**src/rtl/mem_requester.sv**
```systemverilog
`default_nettype none
// ============================================================================
// Module      : mem_requester
// Description : Request-side master for a 16x8 memory port. Accepts single-
//               beat read/write requests over valid/ready, sequences the
//               memory strobes, waits a fixed read latency, and returns read
//               data on a valid/ready response channel. One transaction is
//               outstanding at a time.
// Revision    : 1.0 - initial release
// ============================================================================
module mem_requester #(
    parameter int ADDR_W = 4,
    parameter int DATA_W = 8,
    parameter int RD_LAT = 2
) (
    input  logic              clk,
    input  logic              rst,
    input  logic              req_valid,
    output logic              req_ready,
    input  logic              req_we,
    input  logic [ADDR_W-1:0] req_addr,
    input  logic [DATA_W-1:0] req_wdata,
    output logic              rsp_valid,
    input  logic              rsp_ready,
    output logic [DATA_W-1:0] rsp_data,
    output logic              wr_done,
    output logic              mem_write,
    output logic              mem_read,
    output logic [ADDR_W-1:0] mem_addr,
    output logic [DATA_W-1:0] mem_wdata,
    input  logic [DATA_W-1:0] mem_rdata
);

    // Counter preload: mem_read stays high for RD_LAT cycles, the last of
    // which is the capture cycle where the counter reads zero.
    localparam logic [3:0] c_lat_init = 4'(RD_LAT - 1);

    typedef enum logic [1:0] {
        ST_IDLE = 2'd0,
        ST_WR   = 2'd1,
        ST_RD   = 2'd2,
        ST_RSP  = 2'd3
    } state_t;

    state_t              state_q,     state_d;
    logic [3:0]          cnt_q,       cnt_d;
    logic                mem_write_q, mem_write_d;
    logic                mem_read_q,  mem_read_d;
    logic [ADDR_W-1:0]   mem_addr_q,  mem_addr_d;
    logic [DATA_W-1:0]   mem_wdata_q, mem_wdata_d;
    logic                rsp_valid_q, rsp_valid_d;
    logic [DATA_W-1:0]   rsp_data_q,  rsp_data_d;
    logic                wr_done_q,   wr_done_d;

    // Next-state and registered-output computation; everything holds by default.
    always_comb begin
        state_d     = state_q;
        cnt_d       = cnt_q;
        mem_write_d = mem_write_q;
        mem_read_d  = mem_read_q;
        mem_addr_d  = mem_addr_q;
        mem_wdata_d = mem_wdata_q;
        rsp_valid_d = rsp_valid_q;
        rsp_data_d  = rsp_data_q;
        wr_done_d   = 1'b0;

        case (state_q)
            ST_IDLE: begin
                if (req_valid) begin
                    mem_addr_d = req_addr;
                    if (req_we) begin
                        mem_wdata_d = req_wdata;
                        mem_write_d = 1'b1;
                        state_d     = ST_WR;
                    end else begin
                        mem_read_d = 1'b1;
                        cnt_d      = c_lat_init;
                        state_d    = ST_RD;
                    end
                end
            end
            ST_WR: begin
                mem_write_d = 1'b0;
                wr_done_d   = 1'b1;
                state_d     = ST_IDLE;
            end
            ST_RD: begin
                if (cnt_q != 4'd0) begin
                    cnt_d = cnt_q - 4'd1;
                end else begin
                    rsp_data_d  = mem_rdata;
                    mem_read_d  = 1'b0;
                    rsp_valid_d = 1'b1;
                    state_d     = ST_RSP;
                end
            end
            ST_RSP: begin
                if (rsp_ready) begin
                    rsp_valid_d = 1'b0;
                    state_d     = ST_IDLE;
                end
            end
            default: begin
                mem_write_d = 1'b0;
                mem_read_d  = 1'b0;
                rsp_valid_d = 1'b0;
                state_d     = ST_IDLE;
            end
        endcase
    end

    // State and output registers; reset drops any in-flight transaction.
    always_ff @(posedge clk or posedge rst) begin
        if (rst) begin
            state_q     <= ST_IDLE;
            cnt_q       <= 4'd0;
            mem_write_q <= 1'b0;
            mem_read_q  <= 1'b0;
            mem_addr_q  <= '0;
            mem_wdata_q <= '0;
            rsp_valid_q <= 1'b0;
            rsp_data_q  <= '0;
            wr_done_q   <= 1'b0;
        end else begin
            state_q     <= state_d;
            cnt_q       <= cnt_d;
            mem_write_q <= mem_write_d;
            mem_read_q  <= mem_read_d;
            mem_addr_q  <= mem_addr_d;
            mem_wdata_q <= mem_wdata_d;
            rsp_valid_q <= rsp_valid_d;
            rsp_data_q  <= rsp_data_d;
            wr_done_q   <= wr_done_d;
        end
    end

    assign req_ready = (state_q == ST_IDLE);
    assign rsp_valid = rsp_valid_q;
    assign rsp_data  = rsp_data_q;
    assign wr_done   = wr_done_q;
    assign mem_write = mem_write_q;
    assign mem_read  = mem_read_q;
    assign mem_addr  = mem_addr_q;
    assign mem_wdata = mem_wdata_q;

endmodule
`default_nettype wire

```
**config.mk**
```make
export PLATFORM = sky130hd
export DESIGN_NAME = mem_requester
export DESIGN_NICKNAME = d
export VERILOG_FILES = /design/src/rtl/mem_requester.sv
export SDC_FILE = /design/constraint.sdc
export NUM_CORES = 1
export LEC_CHECK = 0
export BUFFER_PORTS_ARGS = -buffer_cell sky130_fd_sc_hd__buf_2
export CAP_MARGIN = 30
export CORE_ASPECT_RATIO = 1.1
export CORE_UTILIZATION = 42
export CTS_CLUSTER_DIAMETER = 120
export DETAILED_ROUTE_END_ITERATION = 12
export MAX_ROUTING_LAYER = met4
export PLACE_DENSITY = 0.84
export SYNTH_ARGS = -nofsm -noshare
export SYNTH_HDL_FRONTEND = slang
export SYNTH_SLANG_ARGS = --single-unit
```
**constraint.sdc**
```tcl
create_clock -name clk -period 1.86 [get_ports clk]
set_clock_uncertainty 0.15 [all_clocks]
set_input_delay 0.093 -clock clk [delete_from_list [all_inputs] [get_ports clk]]
set_output_delay 0.093 -clock clk [all_outputs]
set_load 0.03 [all_outputs]
```
; After elaboration in Yosys (flattened, before gate mapping)
; Index checks and enable logic that the tools add are counted.
[word_totals]
ramBits = 0
mem_count = 0
elab_cells = 53
latch_bits = 0
output_inout_bits = 25
input_bits = 25
romBits = 0
regBits = 30
[op_classes]
n_reduce_logical = 13
eq_ne = 9
shifts = 0
div_mod_pow = 0
mux = 20
add_sub_neg = 1
n_lt_le_gt_ge = 0
multipliers = 0
bitwise_logic = 1
[op_table]
columns = operator, count
row1 = $mux W4, 3
row2 = $reduce_and A3 Y1, 4
row3 = $ne A2 B2 Y1 const B, 5
row4 = $mux W1, 8
row5 = $mux W2, 4
row6 = $pmux W2 S4, 1
row7 = $pmux W4 S2, 1
row8 = $reduce_and A4 Y1, 2
row9 = $pmux W1 S2, 3
row10 = $reduce_bool A2 Y1, 3
row11 = $eq A2 B2 Y1 const B, 2
row12 = $reduce_and A2 Y1, 2
row13 = $reduce_bool A4 Y1, 1
row14 = $sub A4 B1 Y4 const B, 1
row15 = $eq A2 B1 Y1 const B, 1
row16 = $logic_not A2 Y1, 1
row17 = $ne A2 B1 Y1 const B, 1
row18 = $not A1 Y1, 1

; Longest topological paths before layout
[logic_depth]
depth_word = 3
ltp_mapped = 6
ltp_nobuf = 5

; Worst setup path before layout
; No wires, ideal clock.
[synth_path]
path_type = reg2reg
start = reg cnt_q[0]
end = reg rsp_data_q[0], in the netlist rsp_data[0]
path_stages_with_launch = 7
required_ns = 1.585
setup_time_ns = 0.125
path_buffers = 1
synth_period_minus_slack_ns = 2.024
arrival_ns = 1.749
setup_slack_ns = -0.164
path_cell_list = dfrtp_1 -> inv_1 -> ha_1 -> or3b_1 -> buf_2 -> nor3_4 -> mux2_2
[synth_between]
elab_chain_cells = 3
[synth_lines]
columns = item, line
row1 = "start, declared", 46  ; logic [3:0] cnt_q, cnt_d;
row2 = "start signal, assigned", 126  ; cnt_q <= cnt_d;
row3 = $reduce_bool A4 Y1, 88  ; if (cnt_q != 4'd0) begin
row4 = $not A1 Y1 (no line), --
row5 = $reduce_and A2 Y1 (no line), --
row6 = "end signal, assigned", 132  ; rsp_data_q <= rsp_data_d;
row7 = "end, declared", 52  ; logic [DATA_W-1:0] rsp_data_q, rsp_data_d;
; No other way between the ends.
; A chain may end at the register's enable or synchronous reset.

; Worst setup path after layout
[layout_path]
start = reg cnt_q[0]
end = reg rsp_data_q[7], in the netlist rsp_data[7]
; Same word-level chain as after synthesis.

==> impl_metrics.py <==
metrics = {
    "floorplanning": {
        "core_region_area_um2": 2800,
        "dieHeight_um": 59.3,
        "die_area_um2": 3210,
        "io_pins": 50,
        "die_width_um": 54.1,
        "initial_utilization_pct": 44.8,
        "row_count": 20,
    },
    "final_layout": {
        "post-route-util_pct": 72.3,
        "layout_common_cells": "49 x buf_2, 30 x dfrtp_1, 25 x dlygate4sd3_1",
        "drive_gt1_share_pct": 53.2,
        "design_area_um2": 2030,
        "final_common_cell": "buf_2",
        "nNetsFinal": 213,
        "syn2layout_area_growth_pct": 61.5,
    },
    "setup_path": {
        "cp.depth": 6,
        "cp_top_family": "simple AND/OR/NAND/NOR gates",
        "max_stage_delay_ns": 0.41,
        "start_kind": "flop",
        "slowest_stage": "dfrtp_1",
        "path_class": "reg2reg",
        "worstPathCellList": "inv_2 > ha_4 > or3b_4 > nor3_4 > clkbuf_16 > mux2_4",
        "cp.arrival_ns": 2.08,
        "crit_fanout": 5,
        "path_buf_inv": 2,
        "critPathRequiredTime_ns": 1.95,
        "cp-end-kind": "flop",
        "reg2reg_depth": 6,
    },
    "synthesis": {
        "ys.flop_type": "dfrtp_1",
        "synthTopCellsByArea": "dfrtp_1 60%, mux2_2 18%, inv_1 2.7%, a21oi_1 1.6%, nor2_1 1.5%",
        "yosysTopAreaCell": "dfrtp_1",
        "synthCells": 96,
        "async_reset_ff_share_pct": 100,
        "synth_area_um2": 1250,
        "ys_seq_area_share_pct": 59.8,
        "synth_edf_count": 0,
        "yosysTopAreaCellShare_pct": 59.8,
        "syn_nets": 122,
        "yosys_warnings": 0,
        "synth_cell_types": 28,
        "synth-seq-cells": 30,
        "synth.avg_cell_area_um2": 13.1,
    },
    "hold_path": {
        "hold_class": "in2reg",
        "hold_depth": 4,
    },
    "placement": {
        "dp_hpwl_um": 2080,
        "dp_slack_ns": -0.124,
        "place_area_um2": 1610,
        "place_congestion": 0.763,
        "numPortBuffers": 49,
    },
    "sta": {
        "setup_ws_ns": -0.134,
        "finalSetupTns_ns": -0.942,
        "worstMarginPinSlew_ns": 0.484,
        "min_period_ns": 1.99,
        "setup_violations": 8,
        "slew_headroom_pct": 67.7,
        "rsz0062_at_grt": "yes",
        "drv_slew": 0,
        "hold_viol": 0,
        "fin_crit_sh_pct": 107,
        "max_clock_freq_ghz": 0.501,
    },
    "drt": {
        "drc_errors": 0,
        "via_per_inst": 5.27,
        "ant_nets": 0,
        "drt_iter0_drc": 25,
        "drt_wl_total_um": 4090,
        "num_vias": 1171,
        "wl_per_cell_um": 18.4,
        "drt-pass1-iter-count": 4,
    },
    "grt": {
        "grtUsageTotal_pct": 29.0,
        "grt_max_degree": 21,
        "grt_pass1_wl_um": 6040,
        "grt_pass1_vias": 1285,
        "antenna_found_initial": 1,
        "grt_overflow": 0,
    },
    "clock_tree": {
        "numCtsBuffers": 5,
        "clk_pin_slew_ns": 0.10,
        "cts.path.max_buffers": 2,
        "worstSkewPairLatency_ns": 0.34,
        "htreeDepth": 2,
        "cts_sinks": 30,
        "cts_root_buffer": "clkbuf_4",
        "cts_tree": "built",
    },
    "power": {
        "ir_drop_v": 0.00148,
        "powerDensity_nw_per_um2": 1810,
        "leakage_nw": 0.999,
    },
    "outcome": {
        "outcome": "finished with violations",
        "violations": "negative setup slack",
    },
    "job": {
        "cap_violations": 0,
    },
}
-- state kept, by name, summed over array words and instances (netlist names) --
register / cells
rsp_valid: 1
mem_read: 1
wr_done: 1
state_q: 2
mem_write: 1
mem_addr: 4
rsp_data: 8
mem_wdata: 8
cnt_q: 4
-- worst register-to-register path: stages (launching register included) --
cell and delay [ns]:
dfrtp_1 0.41, inv_2 0.09, ha_4 0.13, or3b_4 0.39, nor3_4 0.23, clkbuf_16 0.21
mux2_4 0.29
-- power breakdown --
| group | switching, W | internal, W |
|---|---|---|
| Combinational | 0.00116 | 0.000905 |
| Clock | 0.000243 | 0.000181 |
| Sequential | 0.000199 | 0.000969 |
-- layer usage --
layer / vias up / share of wire, % / track usage (%)
met5: - / 0 / -
met4: 0 / 3.6 / 15.0
met3: 14 / 5.7 / 5.13
met2: 54 / 57 / 51.6
met1: 584 / 33 / 29.3
li1: 519 / - / -
-- cell usage after synthesis (2+ instances only) --
| master | number |
|---|---|
| a21oi_1 | 4 |
| a31oi_1 | 2 |
| buf_2 | 3 |
| dfrtp_1 | 30 |
| inv_1 | 9 |
| mux2_2 | 20 |
| nand2_1 | 2 |
| nor2_1 | 5 |
| o22ai_1 | 2 |
-- path summary, 6_finish.rpt --
kind | from | endpoint | slack, ns
setup reg to reg | cnt_q[0] | rsp_data[7] | -0.13
setup / recovery | cnt_q[0] | rsp_data[7] | -0.13
hold / removal | req_valid | mem_read | 0.07
hold reg to reg | rsp_data[3] | rsp_data[3] | 0.37
min in group asynchronous | rst | state_q[0] | 0.13
max in group asynchronous | rst | mem_wdata[4] | 0.81
-- area by class of cell --
class                      instances  area, um^2
antenna                            1        2.50
clock buffer                       6        51.3
clock inverter                     2        12.5
fill                             182         776
inverter                           9        33.8
multi-input combinational         53         504
sequential                        30         751
tap                               33        41.3
timing repair buffer              88         631
-- per-stage QoR --
stage          cells  hold WS, ns  total power [W]
2_1_floorplan     96       0.0318          0.00231
3_3_place_gp     183      -0.0577          0.00279
3_5_place_dp     183      -0.0433          0.00287
4_1_cts          216       0.0555          0.00338
5_1_grt          222        0.109          0.00384
6_report         222       0.0659          0.00366
-- cell families after synthesis --
kind of cell	Yosys count	share of synthesized area [%]
compound gates	13	7.08
fa+ha+maj	1	0.997
buf+inv	13	4.19
flops	30	59.8
mux	21	18.7
simple gates	18	9.18
-- repair_timing --
item                       in CTS  in global routing
buffers inserted                0                  4
hold endpoints to repair       35                  0
resized for setup               1                 13
hold buffers                   25                  0
pin swaps                       0                  0
setup endpoints to repair       8                  9
gates cloned                    0                  1
No activity file was read; power rests on OpenSTA's default activity.
